$ cat src/rtl/multicycle_control_pkg.sv
// Shared encodings for the multi-cycle RISC-V controller: opcodes, FSM states,
// ALU operation classes, datapath mux selects and the packed control word.
package riscv_ctrl_pkg;

  localparam logic [6:0] OPC_R      = 7'h33;
  localparam logic [6:0] OPC_I      = 7'h13;
  localparam logic [6:0] OPC_LOAD   = 7'h03;
  localparam logic [6:0] OPC_STORE  = 7'h23;
  localparam logic [6:0] OPC_LUI    = 7'h37;
  localparam logic [6:0] OPC_BRANCH = 7'h63;
  localparam logic [6:0] OPC_JAL    = 7'h6F;

  typedef enum logic [3:0] {
    ST_IDLE     = 4'd0,
    ST_FETCH    = 4'd1,
    ST_DECODE   = 4'd2,
    ST_EXEC_R   = 4'd3,
    ST_EXEC_I   = 4'd4,
    ST_MEM_ADDR = 4'd5,
    ST_MEM_RD   = 4'd6,
    ST_MEM_WB   = 4'd7,
    ST_MEM_WR   = 4'd8,
    ST_ALU_WB   = 4'd9,
    ST_BRANCH   = 4'd10,
    ST_JAL      = 4'd11,
    ST_LUI      = 4'd12,
    ST_TRAP     = 4'd13
  } state_e;

  localparam logic [2:0] ALU_OP_R   = 3'b000;
  localparam logic [2:0] ALU_OP_I   = 3'b001;
  localparam logic [2:0] ALU_OP_U   = 3'b010;
  localparam logic [2:0] ALU_OP_B   = 3'b011;
  localparam logic [2:0] ALU_OP_ADD = 3'b100;

  localparam logic [1:0] SRC_A_PC    = 2'b00;
  localparam logic [1:0] SRC_A_OLDPC = 2'b01;
  localparam logic [1:0] SRC_A_RS1   = 2'b10;
  localparam logic [1:0] SRC_A_ZERO  = 2'b11;

  localparam logic [1:0] SRC_B_RS2  = 2'b00;
  localparam logic [1:0] SRC_B_FOUR = 2'b01;
  localparam logic [1:0] SRC_B_IMM  = 2'b10;

  localparam logic IORD_PC     = 1'b0;
  localparam logic IORD_ALUOUT = 1'b1;

  typedef struct packed {
    logic       pc_write;
    logic       pc_write_cond;
    logic       pc_src;
    logic       iord;
    logic       mem_read;
    logic       mem_write;
    logic       ir_write;
    logic       mem_to_reg;
    logic       reg_write;
    logic [1:0] alu_src_a;
    logic [1:0] alu_src_b;
    logic [2:0] alu_op;
    logic       illegal;
  } ctrl_word_t;

  // Opcode dispatch out of DECODE; anything unsupported lands in TRAP.
  function automatic state_e decode_opcode(input logic [6:0] op);
    case (op)
      OPC_R:                decode_opcode = ST_EXEC_R;
      OPC_I:                decode_opcode = ST_EXEC_I;
      OPC_LOAD, OPC_STORE:  decode_opcode = ST_MEM_ADDR;
      OPC_LUI:              decode_opcode = ST_LUI;
      OPC_BRANCH:           decode_opcode = ST_BRANCH;
      OPC_JAL:              decode_opcode = ST_JAL;
      default:              decode_opcode = ST_TRAP;
    endcase
  endfunction

endpackage

$ cat src/rtl/multicycle_control_if.sv
// Controller <-> datapath bundle: opcode and memory-ready in, control strobes out.
// Handshake: Mem_Ready_i high in a cycle where a memory strobe is asserted completes that access.
interface multicycle_control_if;
  logic [6:0] OP_i;
  logic       Mem_Ready_i;
  logic       PC_Write_o;
  logic       PC_Write_Cond_o;
  logic       PC_Src_o;
  logic       IorD_o;
  logic       Mem_Read_o;
  logic       Mem_Write_o;
  logic       IR_Write_o;
  logic       Mem_to_Reg_o;
  logic       Reg_Write_o;
  logic [1:0] ALU_Src_A_o;
  logic [1:0] ALU_Src_B_o;
  logic [2:0] ALU_Op_o;
  logic       Illegal_o;
  logic [3:0] State_o;

  modport master (
    input  OP_i, Mem_Ready_i,
    output PC_Write_o, PC_Write_Cond_o, PC_Src_o, IorD_o, Mem_Read_o, Mem_Write_o,
           IR_Write_o, Mem_to_Reg_o, Reg_Write_o, ALU_Src_A_o, ALU_Src_B_o,
           ALU_Op_o, Illegal_o, State_o
  );

  modport slave (
    output OP_i, Mem_Ready_i,
    input  PC_Write_o, PC_Write_Cond_o, PC_Src_o, IorD_o, Mem_Read_o, Mem_Write_o,
           IR_Write_o, Mem_to_Reg_o, Reg_Write_o, ALU_Src_A_o, ALU_Src_B_o,
           ALU_Op_o, Illegal_o, State_o
  );
endinterface

$ cat src/rtl/multicycle_control_decode.sv
// Moore output decode: current state (plus Mem_Ready_i in FETCH) -> control word.
module ctrl_output_decode
  import riscv_ctrl_pkg::*;
(
  input  state_e     i_state,
  input  logic       i_mem_ready,
  output ctrl_word_t o_ctrl
);

  always_comb begin
    o_ctrl = '0;
    case (i_state)
      ST_FETCH: begin
        o_ctrl.iord      = IORD_PC;
        o_ctrl.mem_read  = 1'b1;
        o_ctrl.alu_src_a = SRC_A_PC;
        o_ctrl.alu_src_b = SRC_B_FOUR;
        o_ctrl.alu_op    = ALU_OP_ADD;
        // IR and PC only commit on the cycle the instruction word arrives.
        o_ctrl.ir_write  = i_mem_ready;
        o_ctrl.pc_write  = i_mem_ready;
      end
      ST_DECODE: begin
        o_ctrl.alu_src_a = SRC_A_OLDPC;
        o_ctrl.alu_src_b = SRC_B_IMM;
        o_ctrl.alu_op    = ALU_OP_ADD;
      end
      ST_EXEC_R: begin
        o_ctrl.alu_src_a = SRC_A_RS1;
        o_ctrl.alu_src_b = SRC_B_RS2;
        o_ctrl.alu_op    = ALU_OP_R;
      end
      ST_EXEC_I: begin
        o_ctrl.alu_src_a = SRC_A_RS1;
        o_ctrl.alu_src_b = SRC_B_IMM;
        o_ctrl.alu_op    = ALU_OP_I;
      end
      ST_LUI: begin
        o_ctrl.alu_src_a = SRC_A_ZERO;
        o_ctrl.alu_src_b = SRC_B_IMM;
        o_ctrl.alu_op    = ALU_OP_U;
      end
      ST_ALU_WB: o_ctrl.reg_write = 1'b1;
      ST_MEM_ADDR: begin
        o_ctrl.alu_src_a = SRC_A_RS1;
        o_ctrl.alu_src_b = SRC_B_IMM;
        o_ctrl.alu_op    = ALU_OP_ADD;
      end
      ST_MEM_RD: begin
        o_ctrl.iord     = IORD_ALUOUT;
        o_ctrl.mem_read = 1'b1;
      end
      ST_MEM_WB: begin
        o_ctrl.reg_write  = 1'b1;
        o_ctrl.mem_to_reg = 1'b1;
      end
      ST_MEM_WR: begin
        o_ctrl.iord      = IORD_ALUOUT;
        o_ctrl.mem_write = 1'b1;
      end
      ST_BRANCH: begin
        o_ctrl.alu_src_a     = SRC_A_RS1;
        o_ctrl.alu_src_b     = SRC_B_RS2;
        o_ctrl.alu_op        = ALU_OP_B;
        o_ctrl.pc_write_cond = 1'b1;
        o_ctrl.pc_src        = 1'b1;
      end
      ST_JAL: begin
        o_ctrl.alu_src_a = SRC_A_OLDPC;
        o_ctrl.alu_src_b = SRC_B_FOUR;
        o_ctrl.alu_op    = ALU_OP_ADD;
        o_ctrl.reg_write = 1'b1;
        o_ctrl.pc_write  = 1'b1;
        o_ctrl.pc_src    = 1'b1;
      end
      ST_TRAP: o_ctrl.illegal = 1'b1;
      default: ;
    endcase
  end

endmodule

$ cat src/rtl/multicycle_control.sv
// Multi-cycle sequencer: state register and next-state logic; the control word
// comes from ctrl_output_decode.
module multicycle_control
  import riscv_ctrl_pkg::*;
(
  input  logic                 clk,
  input  logic                 reset,
  multicycle_control_if.master bus
);

  state_e     r_state;
  state_e     w_next_state;
  logic       r_is_store;
  logic       w_is_store_next;
  ctrl_word_t w_ctrl;

  always_ff @(posedge clk or negedge reset) begin
    if (!reset) begin
      r_state    <= ST_IDLE;
      r_is_store <= 1'b0;
    end else begin
      r_state    <= w_next_state;
      r_is_store <= w_is_store_next;
    end
  end

  // OP_i is only looked at in DECODE; MEM_ADDR uses the captured load/store flag.
  always_comb begin
    w_next_state    = r_state;
    w_is_store_next = r_is_store;
    case (r_state)
      ST_IDLE:   w_next_state = ST_FETCH;
      ST_FETCH:  if (bus.Mem_Ready_i) w_next_state = ST_DECODE;
      ST_DECODE: begin
        w_next_state    = decode_opcode(bus.OP_i);
        w_is_store_next = (bus.OP_i == OPC_STORE);
      end
      ST_EXEC_R, ST_EXEC_I, ST_LUI:            w_next_state = ST_ALU_WB;
      ST_MEM_ADDR: w_next_state = r_is_store ? ST_MEM_WR : ST_MEM_RD;
      ST_MEM_RD: if (bus.Mem_Ready_i) w_next_state = ST_MEM_WB;
      ST_MEM_WR: if (bus.Mem_Ready_i) w_next_state = ST_FETCH;
      ST_MEM_WB, ST_ALU_WB, ST_BRANCH, ST_JAL: w_next_state = ST_FETCH;
      ST_TRAP:   w_next_state = ST_TRAP;
      default:   w_next_state = ST_TRAP;
    endcase
  end

  ctrl_output_decode u_decode (
    .i_state     (r_state),
    .i_mem_ready (bus.Mem_Ready_i),
    .o_ctrl      (w_ctrl)
  );

  assign bus.PC_Write_o      = w_ctrl.pc_write;
  assign bus.PC_Write_Cond_o = w_ctrl.pc_write_cond;
  assign bus.PC_Src_o        = w_ctrl.pc_src;
  assign bus.IorD_o          = w_ctrl.iord;
  assign bus.Mem_Read_o      = w_ctrl.mem_read;
  assign bus.Mem_Write_o     = w_ctrl.mem_write;
  assign bus.IR_Write_o      = w_ctrl.ir_write;
  assign bus.Mem_to_Reg_o    = w_ctrl.mem_to_reg;
  assign bus.Reg_Write_o     = w_ctrl.reg_write;
  assign bus.ALU_Src_A_o     = w_ctrl.alu_src_a;
  assign bus.ALU_Src_B_o     = w_ctrl.alu_src_b;
  assign bus.ALU_Op_o        = w_ctrl.alu_op;
  assign bus.Illegal_o       = w_ctrl.illegal;
  assign bus.State_o         = r_state;

endmodule

$ cat src/flat_wrapper.sv
// flat-port wrapper written by rule: the top's interface ports become plain ports
module multicycle_control_flat import riscv_ctrl_pkg::*;
  (clk, reset, bus_OP_i, bus_Mem_Ready_i, bus_PC_Write_o, bus_PC_Write_Cond_o, bus_PC_Src_o, bus_IorD_o, bus_Mem_Read_o, bus_Mem_Write_o, bus_IR_Write_o, bus_Mem_to_Reg_o, bus_Reg_Write_o, bus_ALU_Src_A_o, bus_ALU_Src_B_o, bus_ALU_Op_o, bus_Illegal_o, bus_State_o);
  multicycle_control_if bus_i ();
  input  logic clk;
  input  logic reset;
  input wire logic [$bits(bus_i.OP_i)-1:0] bus_OP_i;
  input wire logic [$bits(bus_i.Mem_Ready_i)-1:0] bus_Mem_Ready_i;
  output wire logic [$bits(bus_i.PC_Write_o)-1:0] bus_PC_Write_o;
  output wire logic [$bits(bus_i.PC_Write_Cond_o)-1:0] bus_PC_Write_Cond_o;
  output wire logic [$bits(bus_i.PC_Src_o)-1:0] bus_PC_Src_o;
  output wire logic [$bits(bus_i.IorD_o)-1:0] bus_IorD_o;
  output wire logic [$bits(bus_i.Mem_Read_o)-1:0] bus_Mem_Read_o;
  output wire logic [$bits(bus_i.Mem_Write_o)-1:0] bus_Mem_Write_o;
  output wire logic [$bits(bus_i.IR_Write_o)-1:0] bus_IR_Write_o;
  output wire logic [$bits(bus_i.Mem_to_Reg_o)-1:0] bus_Mem_to_Reg_o;
  output wire logic [$bits(bus_i.Reg_Write_o)-1:0] bus_Reg_Write_o;
  output wire logic [$bits(bus_i.ALU_Src_A_o)-1:0] bus_ALU_Src_A_o;
  output wire logic [$bits(bus_i.ALU_Src_B_o)-1:0] bus_ALU_Src_B_o;
  output wire logic [$bits(bus_i.ALU_Op_o)-1:0] bus_ALU_Op_o;
  output wire logic [$bits(bus_i.Illegal_o)-1:0] bus_Illegal_o;
  output wire logic [$bits(bus_i.State_o)-1:0] bus_State_o;
  assign bus_i.OP_i = bus_OP_i;
  assign bus_i.Mem_Ready_i = bus_Mem_Ready_i;
  assign bus_PC_Write_o = bus_i.PC_Write_o;
  assign bus_PC_Write_Cond_o = bus_i.PC_Write_Cond_o;
  assign bus_PC_Src_o = bus_i.PC_Src_o;
  assign bus_IorD_o = bus_i.IorD_o;
  assign bus_Mem_Read_o = bus_i.Mem_Read_o;
  assign bus_Mem_Write_o = bus_i.Mem_Write_o;
  assign bus_IR_Write_o = bus_i.IR_Write_o;
  assign bus_Mem_to_Reg_o = bus_i.Mem_to_Reg_o;
  assign bus_Reg_Write_o = bus_i.Reg_Write_o;
  assign bus_ALU_Src_A_o = bus_i.ALU_Src_A_o;
  assign bus_ALU_Src_B_o = bus_i.ALU_Src_B_o;
  assign bus_ALU_Op_o = bus_i.ALU_Op_o;
  assign bus_Illegal_o = bus_i.Illegal_o;
  assign bus_State_o = bus_i.State_o;
  multicycle_control u_core (.clk(clk), .reset(reset), .bus(bus_i));
endmodule
$ cat config.mk
export PLATFORM = sky130hd
export DESIGN_NAME = multicycle_control_flat
export DESIGN_NICKNAME = d
export VERILOG_FILES = /design/src/rtl/multicycle_control_pkg.sv /design/src/rtl/multicycle_control_if.sv /design/src/rtl/multicycle_control_decode.sv /design/src/rtl/multicycle_control.sv /design/src/flat_wrapper.sv
export SDC_FILE = /design/constraint.sdc
export NUM_CORES = 1
export LEC_CHECK = 0
export CAP_MARGIN = 20
export CORE_MARGIN = 1
export CORE_UTILIZATION = 41
export DETAILED_ROUTE_END_ITERATION = 8
export PLACE_DENSITY = 0.79
export SYNTH_ARGS = -nofsm -noshare
export SYNTH_HDL_FRONTEND = slang
export SYNTH_SLANG_ARGS = --single-unit
$ cat constraint.sdc
create_clock -name clk -period 1.53 [get_ports clk]
set_input_delay 0.2295 -clock clk [delete_from_list [all_inputs] [get_ports clk]]
set_output_delay 0.2295 -clock clk [all_outputs]
set_load 0.01 [all_outputs]
==> results.toml, run 1 <==
[outcome]
status = "did not finish"
stop_stage = "global routing"
tool.error = "[ERROR DPL-0038] Utilization greater than 100%, impossible to legalize"

[logic_synthesis]
synth_edf_count = 0
ys.flop_type = "dfrtp_1"
seq_area_frac_synth = 0.180
synth_area_um2 = 697
syn_nets = 106
netlist_instances = 96
avgSynthCellArea_um2 = 7.26
synth-async-reset-ratio = 1.00
synth.yosys.warnings = 0
ys_ff_latch = 5
ys_types = 37

[place]
place_area_um2 = 1160
port_buffers = 30
dp.cells = 160
routabilityCongestion = 0.843
dp_hpwl_um = 1860

[clocking]
root_buffer = "clkbuf_4"
numCtsBuffers = 3
cts_buffer_depth = 2
htree_levels = 1
cts_sinks = 5
cts.hold.buffers_added = 0

[timing]
worst-ep-kind = "output port"
worst_endpoint = "bus_IorD_o"

[floorplan]
die_h_um = 43.2
rows = 14
fp.dieW_um = 43.2
start_util = 0.452
ios = 31

[grt]
grt_max_degree = 9
[Yosys cell counts (2+ instances only)]
cell | count | area [um2]
and3_1 | 2 | 12.5
nor2_1 | 15 | 56.3
buf_6 | 2 | 22.5
nand3_1 | 2 | 10.0
o22ai_1 | 3 | 18.8
a21oi_1 | 5 | 25.0
nor2b_1 | 7 | 43.8
nand2b_4 | 2 | 27.5
o31ai_1 | 2 | 15.0
o32ai_1 | 2 | 17.5
nand2b_1 | 4 | 25.0
dfrtp_1 | 5 | 125
nor3_1 | 3 | 15.0
o211ai_1 | 2 | 15.0
o21a_1 | 2 | 15.0
nor3b_1 | 2 | 15.0
clkbuf_1 | 2 | 7.51
o21ai_0 | 3 | 15.0
buf_2 | 5 | 25.0
nand2_1 | 8 | 30.0
nand3b_1 | 2 | 15.0
[kinds of logic after synthesis]
kind of cell	count (synthesis)	share of synthesized area
XOR/XNOR	1	0.0126
AND/OR/NAND/NOR	54	0.433
flip-flops	5	0.180
AO/OA/AOI/OAI	27	0.296
buffers and inverters	9	0.0790
[per-stage QoR]
stage / worst slack [ns] / hold WS (ns) / TNS (ns) / util
2_1_floorplan: 0.0535 / -0.0661 / 0 / -
3_3_place_gp: -0.240 / 0.464 / -3.33 / 0.756
3_5_place_dp: -0.349 / 0.477 / -4.08 / 0.756
4_1_cts: -0.103 / 0.203 / -0.803 / 0.886
[what timing repair did]
item	4_1_cts
cloned	0
resized for setup	119
pin swaps	13
setup buffers	12
setup endpoints to repair	21
==> run 2, diff against run 1 <==
Settings changed: CORE_AREA set to 2 2 63 65, CORE_MARGIN 1 to unset, CORE_UTILIZATION 41 to unset, DIE_AREA set to 0 0 65 67, PLACE_DENSITY 0.79 to unset, PLACE_DENSITY_LB_ADDON set to 0.15.
==> run 2 against run 1 <==
  * The flow now finishes, with violations (setup timing)
  * Synthesized area is the same
  * Synthesized cell count is the same
==> results.toml, run 2 <==
[outcome]
status = "finished with violations"
violations = "setup timing"

[logic_synthesis]
synth_area_um2 = 697
synth_edf_count = 0
syn_nets = 106
synthTopCellsByCount = "nor2_1, nand2_1, nor2b_1"
netlist_instances = 96
avgSynthCellArea_um2 = 7.26
seq_area_frac_synth = 0.180
yosys.area.top_type_share = 0.180
ys_ff_latch = 5
synth.yosys.warnings = 0
yosysMostFrequentCell = "nor2_1"
synthTopCellsByArea = "dfrtp_1, nor2_1, nor2b_1"
synth-async-reset-ratio = 1.00
synth_top_area_cell = "dfrtp_1"
ys.flop_type = "dfrtp_1"
ys_types = 37

[grt]
grt.overflow.total = 0
grt_usage = 0.121
antenna_found_initial = 0
grt_pass1_wl_um = 4160
grt_max_degree = 14
grt_pass1_vias = 975

[place]
port_buffers = 30
dp.cells = 198
pre_cts_slack_ns = -0.303
routabilityCongestion = 0.848
dp_hpwl_um = 1830

[floorplan]
die_h_um = 67
rows = 22
core_area_um2 = 3610
ios = 31
fp.dieW_um = 65
die_area_um2 = 4360
start_util = 0.193

[worst_setup_path]
reg2reg_slack_ns = 0
path_depth = 6
crit_slowest_cell = "dfrtp_1"
crit_path_frequent_cell = "buf_6"
startpoint = "u_core.bus.State_o[1]$_DFFE_PN0P_"
crit_type = "flip-flop to output pin"
crit_chain = "buf_6 > buf_6 > nor2_4 > nand2_1 > a21oi_1 > buf_2"
end_kind = "output pin"
r2r-end = "u_core.bus.State_o[0]$_DFFE_PN0P_"
arrival_ns = 1.34
cp_top_family = "buffers and inverters"
critPathMaxFanout = 7
worstPathRequired_ns = 1.30
worstSetupEndpoint = "bus_PC_Write_o"
r2r-start = "u_core.bus.State_o[1]$_DFFE_PN0P_"
critPathLaunchType = "flip-flop"
cp_num_buf_inv = 3
r2r_cells = 7
critical-path-max-stage-delay_ns = 0.40

[final_layout]
final_cell_mix = "buf_4, buf_2, buf_6"
final_cells = 215
fin_nets = 178
n_antenna_cell = 0
area_delta_synth_final_pct = 115
fillers = 382
multi_input_area_um2 = 637
drive_gt1_frac = 0.581
layout_commonest_cell = "buf_4"
seqCellArea_um2 = 128
largest_reg_flops = 4

[clocking]
numCtsBuffers = 3
cts_buffer_depth = 2
htree_levels = 1
root_buffer = "clkbuf_8"
tritoncts = "done"
clk_latency_ns = 0.22
clk_pin_slew_ns = 0.04
cts_sinks = 5

[timing]
setup_ws_ns = -0.0416
period_share = 1.03
maxSlewHeadroom = 0.648
fmax_mhz = 636
fin_skew_ns = 0.00248
drv_slew = 0
rsz0062_at_grt = "true"
tightest_slew_ns = 0.523
fin_crit_ns = 1.57
fin_hold_ws_ns = 0.244
hold_viol_final = 0
finalSetupViolations = 3

[power]
finalPower_uw = 2820
power_density_nw_per_um2 = 1880
peakVddDrop_mv = 0.387
p_leak_uw = 0.000720

[drt]
postRouteWirelength_um = 2440
drtAntennaViolNets = 0
vias = 979
drt-pass1-iter-count = 4
wl_per_cell_um = 11.4
drc_errors = 0
via_per_inst = 4.55
drtIter0Drc = 22

[job]
cap_violations = 0

[worst_hold_path]
hold_path_class = "primary input to asynchronous set/reset pin"
run 2: layout make-up:
class	count	share of cell area
Clock buffer	4	0.0301
Multi-Input combinational cell	82	0.426
Sequential cell	5	0.0854
Tap cell	48	0.0402
Timing Repair Buffer	76	0.418
run 2: cell families (layout without fill, tap and decap cells):
family,count (synthesis),after routing,share of synthesized area
buffers and inverters,9,80,0.0790
AOI/OAI and AO/OA,27,27,0.296
xor gates and xnor gates,1,1,0.0126
and+or+nand+nor,54,54,0.433
DFF,5,5,0.180
run 2: worst min path at each step:
stage	start	end	slack [ns]	cells after the start
2_1_floorplan	reset	u_core.bus.State_o[0]$_DFFE_PN0P_	-0.07	0
3_3_place_gp	reset	u_core.bus.State_o[0]$_DFFE_PN0P_	0.48	1
3_5_place_dp	reset	u_core.bus.State_o[0]$_DFFE_PN0P_	0.48	1
4_1_cts	reset	u_core.r_is_store$_DFFE_PN0P_	0.25	1
5_1_grt	reset	u_core.bus.State_o[1]$_DFFE_PN0P_	0.26	1
6_report	reset	u_core.bus.State_o[1]$_DFFE_PN0P_	0.24	1
run 2: per-stage QoR:
stage	cell area [um2]	setup TNS [ns]	utilization
6_report	1500	-0.0771	0.415
5_1_grt	1500	-0.694	0.415
4_1_cts	1370	-0.135	0.380
3_5_place_dp	1260	-4.52	0.350
3_3_place_gp	1260	-4.16	0.350
2_1_floorplan	697	0	-
run 2: what timing repair did:
action,CTS,global route
hold endpoints to repair,0,0
resized for setup,96,26
hold buffers,0,0
setup endpoints to repair,21,19
setup buffers,8,5
pin swaps,5,7
run 2: metal layers:
metal	wire length, um	track usage
met1	1000	0.136
met5	0	0
met2	1240	0.219
met3	123	0.00845
met4	72	0.0798
run 2: power breakdown:
group	internal [uW]	switching [uW]	leakage (uW)	total, uW
Combinational	1310	993	0.000636	2300
Sequential	196	70.6	0.0000611	266
Clock	179	65.4	0.0000228	244
Total	1690	1130	0.000720	2820
Note: power is estimated with default switching activity, not from simulation.
==> run 3, diff against run 2 <==
Settings changed: SLEW_MARGIN set to 20.
==> results of run 3 <==
The final DEF is identical to that of run 2; final timing and power are the same.
